--- src/rtl/mult_share_ctrl_if.sv ---
// mult_share_ctrl_if: request/response channels of the two requesters sharing the multiplier.
// The master side belongs to the requesters, and the slave side belongs to the controller.
interface mult_share_ctrl_if;
    logic        req0_valid;
    logic [7:0]  req0_x;
    logic [7:0]  req0_y;
    logic        req0_ready;
    logic        rsp0_valid;
    logic [15:0] rsp0_p;
    logic        rsp0_ready;

    logic        req1_valid;
    logic [7:0]  req1_x;
    logic [7:0]  req1_y;
    logic        req1_ready;
    logic        rsp1_valid;
    logic [15:0] rsp1_p;
    logic        rsp1_ready;

    modport master (
        output req0_valid, req0_x, req0_y, rsp0_ready,
        output req1_valid, req1_x, req1_y, rsp1_ready,
        input  req0_ready, rsp0_valid, rsp0_p,
        input  req1_ready, rsp1_valid, rsp1_p
    );

    modport slave (
        input  req0_valid, req0_x, req0_y, rsp0_ready,
        input  req1_valid, req1_x, req1_y, rsp1_ready,
        output req0_ready, rsp0_valid, rsp0_p,
        output req1_ready, rsp1_valid, rsp1_p
    );
endinterface

--- src/rtl/mult_share_ctrl.sv ---
// mult_share_ctrl: shares one combinational 8x8 multiplier between two requesters.
// The controller registers the granted operands and holds them for SETTLE cycles.
// It then captures the product and returns it to the owner over a valid/ready channel.
// Optional feature: define MULT_SHARE_RR_EN for round-robin arbitration.
// When it is undefined, arbitration is fixed priority with requester 0 first.
module mult_share_ctrl #(
    parameter int unsigned SETTLE = 2
) (
    input  logic                    clk,
    input  logic                    rst,
    mult_share_ctrl_if.slave        bus,
    output logic [7:0]              mul_x,
    output logic [7:0]              mul_y,
    input  logic [15:0]             mul_p,
    input  logic                    mul_cout,
    output logic                    busy,
    output logic                    err
);

    typedef enum logic [1:0] {StIdle, StSettle, StResp} state_e;

    state_e      state_q, state_d;
    logic [3:0]  cnt_q, cnt_d;
    logic        owner_q, owner_d;
    logic [7:0]  mul_x_q, mul_x_d;
    logic [7:0]  mul_y_q, mul_y_d;
    logic        rsp0_valid_q, rsp0_valid_d;
    logic        rsp1_valid_q, rsp1_valid_d;
    logic [15:0] rsp0_p_q, rsp0_p_d;
    logic [15:0] rsp1_p_q, rsp1_p_d;
    logic        err_q, err_d;
    logic        grant1, acc0, acc1, rsp_hs;

`ifdef MULT_SHARE_RR_EN
    logic last_q, last_d;

    // Round-robin arbitration: on contention, grant the requester that was not served last.
    always_comb begin
        if (bus.req0_valid && bus.req1_valid) begin
            grant1 = ~last_q;
        end else begin
            grant1 = bus.req1_valid;
        end
    end

    // Last-served pointer: it updates on each accept and resets to "1" so requester 0 wins first.
    always_ff @(posedge clk) begin
        if (rst) begin
            last_q <= 1'b1;
        end else begin
            last_q <= last_d;
        end
    end
`else
    // Fixed priority: requester 1 is granted only when requester 0 is not asking.
    always_comb begin
        grant1 = bus.req1_valid & ~bus.req0_valid;
    end
`endif

    // Accepts happen only in idle and never while reset is asserted.
    always_comb begin
        acc0   = (state_q == StIdle) && !rst && bus.req0_valid && !grant1;
        acc1   = (state_q == StIdle) && !rst && bus.req1_valid && grant1;
        rsp_hs = owner_q ? bus.rsp1_ready : bus.rsp0_ready;
    end

    // Next-state logic: accept, settle countdown with capture, and response hand-off.
    always_comb begin
        state_d      = state_q;
        cnt_d        = cnt_q;
        owner_d      = owner_q;
        mul_x_d      = mul_x_q;
        mul_y_d      = mul_y_q;
        rsp0_valid_d = rsp0_valid_q;
        rsp1_valid_d = rsp1_valid_q;
        rsp0_p_d     = rsp0_p_q;
        rsp1_p_d     = rsp1_p_q;
        err_d        = err_q;
`ifdef MULT_SHARE_RR_EN
        last_d       = last_q;
`endif
        case (state_q)
            StIdle: begin
                if (acc0 || acc1) begin
                    mul_x_d = acc1 ? bus.req1_x : bus.req0_x;
                    mul_y_d = acc1 ? bus.req1_y : bus.req0_y;
                    owner_d = acc1;
                    cnt_d   = 4'(SETTLE - 1);
                    state_d = StSettle;
`ifdef MULT_SHARE_RR_EN
                    last_d  = acc1;
`endif
                end
            end
            StSettle: begin
                if (cnt_q == 4'd0) begin
                    // The carry-out goes only to err and is never merged into the product.
                    if (owner_q) begin
                        rsp1_valid_d = 1'b1;
                        rsp1_p_d     = mul_p;
                    end else begin
                        rsp0_valid_d = 1'b1;
                        rsp0_p_d     = mul_p;
                    end
                    err_d   = err_q | mul_cout;
                    state_d = StResp;
                end else begin
                    cnt_d = cnt_q - 4'd1;
                end
            end
            StResp: begin
                // Clearing both products keeps the response channel that is not in use at zero.
                if (rsp_hs) begin
                    rsp0_valid_d = 1'b0;
                    rsp1_valid_d = 1'b0;
                    rsp0_p_d     = 16'd0;
                    rsp1_p_d     = 16'd0;
                    state_d      = StIdle;
                end
            end
            default: state_d = StIdle;
        endcase
    end

    // State and datapath registers, with a synchronous reset that aborts any operation in flight.
    always_ff @(posedge clk) begin
        if (rst) begin
            state_q      <= StIdle;
            cnt_q        <= 4'd0;
            owner_q      <= 1'b0;
            mul_x_q      <= 8'd0;
            mul_y_q      <= 8'd0;
            rsp0_valid_q <= 1'b0;
            rsp1_valid_q <= 1'b0;
            rsp0_p_q     <= 16'd0;
            rsp1_p_q     <= 16'd0;
            err_q        <= 1'b0;
        end else begin
            state_q      <= state_d;
            cnt_q        <= cnt_d;
            owner_q      <= owner_d;
            mul_x_q      <= mul_x_d;
            mul_y_q      <= mul_y_d;
            rsp0_valid_q <= rsp0_valid_d;
            rsp1_valid_q <= rsp1_valid_d;
            rsp0_p_q     <= rsp0_p_d;
            rsp1_p_q     <= rsp1_p_d;
            err_q        <= err_d;
        end
    end

    assign bus.req0_ready = acc0;
    assign bus.req1_ready = acc1;
    assign bus.rsp0_valid = rsp0_valid_q;
    assign bus.rsp1_valid = rsp1_valid_q;
    assign bus.rsp0_p     = rsp0_p_q;
    assign bus.rsp1_p     = rsp1_p_q;
    assign mul_x          = mul_x_q;
    assign mul_y          = mul_y_q;
    assign busy           = (state_q != StIdle);
    assign err            = err_q;

endmodule

--- src/flat_wrapper.sv ---
// flat-port wrapper written by rule: the top's interface ports become plain ports
module mult_share_ctrl_flat 
#(
    parameter int unsigned SETTLE = 2
)
  (clk, rst, mul_x, mul_y, mul_p, mul_cout, busy, err, bus_req0_valid, bus_req0_x, bus_req0_y, bus_rsp0_ready, bus_req1_valid, bus_req1_x, bus_req1_y, bus_rsp1_ready, bus_req0_ready, bus_rsp0_valid, bus_rsp0_p, bus_req1_ready, bus_rsp1_valid, bus_rsp1_p);
  mult_share_ctrl_if bus_i ();
  input  logic clk;
  input  logic rst;
  output logic [7:0] mul_x;
  output logic [7:0] mul_y;
  input  logic [15:0] mul_p;
  input  logic mul_cout;
  output logic busy;
  output logic err;
  input wire logic [$bits(bus_i.req0_valid)-1:0] bus_req0_valid;
  input wire logic [$bits(bus_i.req0_x)-1:0] bus_req0_x;
  input wire logic [$bits(bus_i.req0_y)-1:0] bus_req0_y;
  input wire logic [$bits(bus_i.rsp0_ready)-1:0] bus_rsp0_ready;
  input wire logic [$bits(bus_i.req1_valid)-1:0] bus_req1_valid;
  input wire logic [$bits(bus_i.req1_x)-1:0] bus_req1_x;
  input wire logic [$bits(bus_i.req1_y)-1:0] bus_req1_y;
  input wire logic [$bits(bus_i.rsp1_ready)-1:0] bus_rsp1_ready;
  output wire logic [$bits(bus_i.req0_ready)-1:0] bus_req0_ready;
  output wire logic [$bits(bus_i.rsp0_valid)-1:0] bus_rsp0_valid;
  output wire logic [$bits(bus_i.rsp0_p)-1:0] bus_rsp0_p;
  output wire logic [$bits(bus_i.req1_ready)-1:0] bus_req1_ready;
  output wire logic [$bits(bus_i.rsp1_valid)-1:0] bus_rsp1_valid;
  output wire logic [$bits(bus_i.rsp1_p)-1:0] bus_rsp1_p;
  assign bus_i.req0_valid = bus_req0_valid;
  assign bus_i.req0_x = bus_req0_x;
  assign bus_i.req0_y = bus_req0_y;
  assign bus_i.rsp0_ready = bus_rsp0_ready;
  assign bus_i.req1_valid = bus_req1_valid;
  assign bus_i.req1_x = bus_req1_x;
  assign bus_i.req1_y = bus_req1_y;
  assign bus_i.rsp1_ready = bus_rsp1_ready;
  assign bus_req0_ready = bus_i.req0_ready;
  assign bus_rsp0_valid = bus_i.rsp0_valid;
  assign bus_rsp0_p = bus_i.rsp0_p;
  assign bus_req1_ready = bus_i.req1_ready;
  assign bus_rsp1_valid = bus_i.rsp1_valid;
  assign bus_rsp1_p = bus_i.rsp1_p;
  mult_share_ctrl #(.SETTLE(SETTLE)) u_core (.clk(clk), .rst(rst), .bus(bus_i), .mul_x(mul_x), .mul_y(mul_y), .mul_p(mul_p), .mul_cout(mul_cout), .busy(busy), .err(err));
endmodule
--- config.mk ---
export PLATFORM = sky130hd
export DESIGN_NAME = mult_share_ctrl_flat
export DESIGN_NICKNAME = d
export VERILOG_FILES = /design/src/rtl/mult_share_ctrl_if.sv /design/src/rtl/mult_share_ctrl.sv /design/src/flat_wrapper.sv
export SDC_FILE = /design/constraint.sdc
export NUM_CORES = 1
export LEC_CHECK = 0
export CORE_ASPECT_RATIO = 1.75
export CORE_MARGIN = 2
export CORE_UTILIZATION = 43
export DETAILED_ROUTE_END_ITERATION = 6
export GPL_ROUTABILITY_DRIVEN = 0
export GPL_TIMING_DRIVEN = 1
export MAX_ROUTING_LAYER = met4
export PLACE_DENSITY_LB_ADDON = 0.15
export SLEW_MARGIN = 10
export SYNTH_ARGS = -nofsm -noshare
export SYNTH_HDL_FRONTEND = slang
export SYNTH_SLANG_ARGS = --single-unit
--- constraint.sdc ---
create_clock -name clk -period 2.1 [get_ports clk]
set_input_delay 0.525 -clock clk [delete_from_list [all_inputs] [get_ports clk]]
set_output_delay 0.525 -clock clk [all_outputs]
set_load 0.02 [all_outputs]
* Word level (Yosys, flattened, before mapping)
Index checks and enable logic that the tools add are counted.
** Word-level totals
- Bits in registers :: 58
- Input bits :: 55
- Output and inout port bits :: 54
- Logic and storage cells :: 65
** Cells by class
- Add/subtract/negate cells :: 1
- Equal/unequal tests :: 8
- Muxes and demuxes :: 24
- Bitwise operators :: 3
- Reduce and logical (&&, ||, !) cells :: 19
** Operators by type and width (number)
- $mux W16 :: 5
- $pmux W16 S2 :: 2
- $mux W8 :: 2
- $mux W4 :: 2
- $pmux W4 S2 :: 1
- $reduce_and A4 Y1 :: 2
- $mux W1 :: 6
- $mux W2 :: 3
- $ne A2 B1 Y1 const B :: 3
- $ne A2 B2 Y1 const B :: 3
- $pmux W2 S3 :: 1
- $reduce_and A3 Y1 :: 2
- $reduce_bool A2 Y1 :: 3
- $logic_and A1 B1 Y1 :: 5
- $logic_not A4 Y1 :: 1
- $pmux W1 S2 :: 2
- $reduce_and A2 Y1 :: 2
- $sub A4 B1 Y4 const B :: 1
- $eq A2 B1 Y1 const B :: 1
- $eq A2 B2 Y1 const B :: 1
- $logic_not A1 Y1 :: 2
- $logic_not A2 Y1 :: 1
- $and A1 B1 Y1 :: 1
- $logic_or A1 B1 Y1 :: 1
- other kinds (2) :: 2

* Longest topological paths before layout
Gate-level depths: netlist (run 1).
- Depth in word-level cells :: 7
- Gate-level depth with buffers :: 7
- Depth with buffers taken out :: 5

* Worst setup path after synthesis (run 1)
No wires, ideal clock.
- Path kind :: input to output
- From :: input port rst
- To :: output port bus_req0_ready
- Arrival :: 1498 ps
- Data required time :: 1575 ps
- Path slack :: 77 ps
- Stages :: 4
- Buffers on the path :: 2
- Cells stage by stage :: buf_2 nor3_4 clkbuf_1 and2_1
** Between the ends
- Longest elaborated chain between the ends :: 4
** RTL lines
- start, declared :: RTL line flat_wrapper.sv:9 : input logic rst;
- $logic_not A1 Y1 :: RTL line mult_share_ctrl.sv:63 : acc0 = (state_q == StIdle) && !rst && bus.req0_valid && !grant1;
- $logic_and A1 B1 Y1 (3 in a row) :: RTL line mult_share_ctrl.sv:63
- end, declared :: RTL line flat_wrapper.sv:24 : output wire logic [$bits(bus_i.req0_ready)-1:0] bus_req0_ready;
No other way between the ends.

* Worst setup path after layout (run 1)
- From :: input port bus_req0_valid
- To :: output port bus_req1_ready
** Between the ends
- Longest elaborated chain between the ends :: 3
** RTL lines
- start, declared :: RTL line flat_wrapper.sv:16 : input wire logic [$bits(bus_i.req0_valid)-1:0] bus_req0_valid;
- $not A1 Y1 :: RTL line mult_share_ctrl.sv:57 : grant1 = bus.req1_valid & ~bus.req0_valid;
- $and A1 B1 Y1 :: RTL line mult_share_ctrl.sv:57
- $logic_and A1 B1 Y1 :: RTL line mult_share_ctrl.sv:64 : acc1 = (state_q == StIdle) && !rst && bus.req1_valid && grant1;
- end, declared :: RTL line flat_wrapper.sv:27 : output wire logic [$bits(bus_i.req1_ready)-1:0] bus_req1_ready;
No other way between the ends.

==> flow_summary.toml, run 1 <==
[finish]
synthToLayoutAreaGrowth_pct = 54.3
nets = 449
antenna_cells = 0
mostFrequentLayoutCells = "clkdlybuf4s50_1 (104), dfxtp_1 (58), inv_1 (20), nand2_1 (19), buf_4 (19)"
drive_gt1_frac = 0.108
fillerInstances = 496
multiInputGateArea_mm2 = 0.00125
layout.cells.non_filler = 476
finish.utilization = 0.689
seq_area_mm2 = 0.00116
mostFrequentLayoutCell = "clkdlybuf4s50_1"

[floorplanning]
io_pins = 109
die_h_um = 107
dieArea_mm2 = 0.00677
num_rows = 37
core_mm2 = 0.00588
initial_utilization = 0.446
die_w_um = 63.1

[yosys]
yosysSeqAreaShare = 0.443
synth_area_mm2 = 0.00262
synth_xor_area_frac = 0
synth-simple-area-share = 0.123
synth_fa_ha_area_frac = 0.00477
synth_cells = 280
synth_nets = 336
ys_ff_latch = 58
syn_avg_cell_area_um2 = 9.37
ys_warn_count = 0
synth_compound_area_frac = 0.280
synthMuxAreaShare = 0.0649
synth_top_family_by_area = "compound AO/OA/AOI/OAI gates"
synth_edf_count = 0
synth.distinct_cells = 41
postSynth.asyncResetShare = 0
yosys_most_used_dff = "dfxtp_1"

[sta]
hold_viol_final = 0
worstMarginPinSlew_ns = 0.638
fin_tns_setup_ns = 0
fmax_mhz = 499
rsz0062_at_grt = "false"
slew_headroom = 0.575
post-route-period-util = 0.954
drv_slew = 0
skew_ns = 0.00895
period_needed_ns = 2.00
timing.hold.ws_ns = 0.461
setup_viol = 0

[power]
cellInternalPower_mw = 2.12
power_mw = 2.90
p_per_area_mw_per_mm2 = 717
p_sw_frac = 0.269
vdd_drop_max_uv = 506
p_seq_frac = 0.415
leakagePower_nw = 1.53
clkPwrFrac = 0.355
p_switching_mw = 0.780
p_comb_frac = 0.230

[detailed_routing]
route.detailed.drc = 0
post_drt_wl_per_cell_um = 16.1
drtIter0Drc = 166
drt-pass1-iter-count = 4
totalWireLength_um = 7660
ant_nets = 0
num_vias = 2565
viasPerCell = 5.39

[run]
drv_cap = 0

[clocking]
cts_tree = "done"
path_clk_slew_ns = 0.06
cts_buffers = 9
cts.sinks = 58
clk_latency_ns = 0.34
cts_buffer_depth = 2
cts_max_level = 3
clockRootBuffer = "clkbuf_8"

[hold_path]
hold_path.class = "register to register"
holdCritStartpoint = "u_core.err"

[critical_path]
cp_max_fo = 3
reg2reg_from = "u_core.cnt_q[0]"
cp_top_family = "buffers and inverters"
path_buf_inv = 2
crit_path_max_incr_delay_ns = 0.45
cp_cell_sequence = "clkdlybuf4s50_1, nand2b_1, nor2_2, buf_4"
crit_type = "input pin to primary output"
required_ns = 1.57
crit_path_start = "bus_req0_valid"
cp-start-kind = "input pin"
setup.worst_path.end_class = "primary output"
critPathSlowestCell = "clkdlybuf4s50_1"
cp_data_arrival_time_ns = 1.48

[global_routing]
grt_pass1_wl_um = 12700
grt_antenna_before_repair = 0
grt_max_degree = 33
track_usage = 0.247
first_global_vias = 2617
grt_overflow = 0

[placement]
place_inst = 460
portBuffers = 108
hpwl_um = 5430

[status]
status = "finished, final reports clean"
## per-layer routing
layer | up-vias | wire (um) | global-route usage
met5 | - | 0 | -
met4 | 0 | 99 | 0.0984
met3 | 10 | 505 | 0.0722
met2 | 93 | 4030 | 0.423
met1 | 1208 | 3030 | 0.265
li1 | 1254 | - | -
## worst register-to-register path, stage by stage (launching register included)
cell and delay [ns]:
dfxtp_1 0.34, inv_1 0.06, ha_1 0.24, nand4bb_1 0.24
or2_1 0.56, o22ai_1 0.19
## cell usage after synthesis, types with 5 or more instances
cell,instances,area [um^2]
nand2_1,19,71.3
buf_2,9,45.0
o221a_1,16,180
nand2b_1,5,31.3
dfxtp_1,58,1160
o211ai_1,16,120
o21a_1,17,128
inv_1,20,75.1
mux2i_1,17,170
o21ai_1,6,30.0
clkbuf_1,13,48.8
o21ai_0,13,65.1
o22ai_1,16,100
nand3_1,17,85.1
## kinds of logic after synthesis
logic type                 count (synthesis)
and+or+nand+nor                           60
DFF                                       58
muxes                                     17
buffers and inverters                     48
AOI/OAI and AO/OA                         96
adders and majority gates                  1
## state kept, by name, summed over array words and instances, names as in the netlist
register and cells:
u_core.owner_q 1, u_core.state_q 2, u_core.err 1, u_core.cnt_q 4, u_core.bus.rsp1_valid 1, u_core.bus.rsp0_p 16, u_core.bus.rsp0_valid 1, u_core.bus.rsp1_p 16
u_core.mul_y 8, u_core.mul_x 8
## through the flow
stage	worst slack, ns	cell area [um^2]
6_report	0.0963	4050
5_1_grt	0.0520	4050
4_1_cts	-0.00597	4040
3_5_place_dp	-0.502	3840
3_3_place_gp	-0.449	3840
2_1_floorplan	0.0775	2620
## power groups by stage
stage,sequential [mW],clock (mW),combinational (mW)
4_1_cts,1.20,1.06,0.672
3_5_place_dp,1.23,0,0.666
5_1_grt,1.21,1.10,0.716
3_3_place_gp,1.23,0,0.658
2_1_floorplan,1.30,0,0.277
6_report,1.21,1.03,0.669
## timing repair
| item | 4_1_cts | 5_1_grt |
|---|---|---|
| resized for setup | 11 | 3 |
| setup buffers | 0 | 0 |
| pin swaps | 1 | 0 |
| hold buffers | 0 | 0 |
| setup endpoints to repair | 2 | 3 |
## final cells by class
type	count	area share
inverters	21	0.0195
multi-input cells	174	0.308
flip-flops and latches	58	0.287
repair buffers	129	0.312
clock inverters	2	0.00865
well taps	78	0.0241
clock buffers	14	0.0402
## path summary, 6_finish.rpt
path | slack, ns | cells after the start | to
setup / recovery | 0.1 | 4 | bus_req1_ready
hold / removal | 0.46 | 1 | u_core.err
setup reg to reg | 0.32 | 5 | u_core.bus.rsp0_p[2]
hold reg to reg | 0.46 | 1 | u_core.err
Power figures use the tool's default switching activity.
==> run 2: changes to the inputs <==
Settings changed: CORE_MARGIN 2 to 4.
==> flow_summary.toml, run 2 (synthesized netlist as in run 1, its figures left out) <==
[global_routing]
grt_pass1_wl_um = 12100
grt_antenna_before_repair = 0
first_global_vias = 2574
grt_max_degree = 33
track_usage = 0.213
grt_overflow = 0

[finish]
nets = 449
mostFrequentLayoutCell = "clkdlybuf4s50_1"
synthToLayoutAreaGrowth_pct = 53.7
mostFrequentLayoutCells = "clkdlybuf4s50_1 (105), dfxtp_1 (58), buf_4 (22), inv_1 (20), nand2_1 (19)"
antenna_cells = 0
drive_gt1_frac = 0.113

[critical_path]
reg2reg_from = "u_core.cnt_q[2]"
crit_path_start = "rst"
cp_data_arrival_time_ns = 1.57
cp-start-kind = "input pin"
cp_max_fo = 2
crit_type = "input pin to primary output"
setup.worst_path.end_class = "primary output"
required_ns = 1.57

[clocking]
clk_latency_ns = 0.33
path_clk_slew_ns = 0.06
cts_buffers = 9
clockRootBuffer = "clkbuf_8"
hold_buffers = 0
cts_tree = "done"
cts_max_level = 3
cts.sinks = 58
cts_buffer_depth = 2

[detailed_routing]
ant_nets = 0
viasPerCell = 5.42
drtIter0Drc = 141
drt-pass1-iter-count = 4
num_vias = 2582
route.detailed.drc = 0
totalWireLength_um = 7610
post_drt_wl_per_cell_um = 16.0

[power]
p_switching_mw = 0.796
p_per_area_mw_per_mm2 = 721
p_sw_frac = 0.274
p_comb_frac = 0.228
p_seq_frac = 0.414
cellInternalPower_mw = 2.11
vdd_drop_max_uv = 511
clkPwrFrac = 0.358
leakagePower_nw = 1.51

[floorplanning]
initial_utilization = 0.443
die_w_um = 67.1
io_pins = 109
die_h_um = 111
num_rows = 37
dieArea_mm2 = 0.00747
core_mm2 = 0.00593

[hold_path]
holdCritStartpoint = "u_core.bus.rsp1_p[0]"
hold_path.class = "register to register"

[placement]
portBuffers = 108
place_worst_setup_slack_ns = -0.477
hpwl_um = 5560

[sta]
hold_viol_final = 0
period_needed_ns = 2.09
worstMarginPinSlew_ns = 0.606
slew_headroom = 0.596
drv_slew = 0
skew_ns = 0.00874
setup_viol = 0
fin_tns_setup_ns = 0
rsz0062_at_grt = "true"
worst_slack_ns = 0.00927
fmax_mhz = 478
timing.hold.ws_ns = 0.457
post-route-period-util = 0.996

[status]
status = "finished, final reports clean"

[run]
drv_cap = 0
-- run 2: final timing paths --
path,end,slack [ns],depth (start not counted)
max reg2reg,u_core.bus.rsp0_p[5],0.28,3
min,u_core.bus.rsp1_p[0],0.46,2
max,bus_req1_ready,0.009,4
min reg2reg,u_core.bus.rsp1_p[0],0.46,2
-- run 2: what timing repair did --
item	CTS	global route
resized for setup	10	2
pin swaps	1	0
endpoints found under the setup margin	2	3
cloned	0	0
buffers inserted	0	0
-- run 2: through the flow --
step / instances / power [mW] / utilization / cell area [um^2]
floorplan: 280 / 1.58 / - / 2620
global placement: 460 / 1.88 / 0.646 / 3830
detailed placement: 460 / 1.89 / 0.646 / 3830
CTS: 476 / 2.93 / 0.680 / 4030
global route: 476 / 3.03 / 0.681 / 4030
finish: 476 / 2.91 / 0.681 / 4030
-- run 2: critical path: stages --
cell,delay (ns)
clkdlybuf4s50_1,0.41
or3_1,0.35
nor2_2,0.12
buf_4,0.15
-- run 2: layout make-up --
class	count	area (um^2)
inverters	21	78.8
clock buffers	11	151
well taps	78	97.6
clock inverters	5	52.6
repair buffers	129	1250
fillers	516	1890
multi-input cells	174	1240
flip-flops and latches	58	1160
-- run 2: power by group through the flow --
stage	sequential (mW)	combinational, mW	clock [mW]
after CTS	1.20	0.666	1.06
after detailed placement	1.23	0.663	0
after global routing	1.21	0.712	1.11
final	1.20	0.662	1.04
after floorplan	1.30	0.277	0
after global placement	1.23	0.654	0
-- run 2: metal layers --
metal	GRT usage	vias up	part of all wire
li1	-	1252	-
met1	0.235	1215	0.40
met2	0.357	106	0.51
met3	0.0646	9	0.073
met4	0.0650	0	0.012
met5	-	-	0
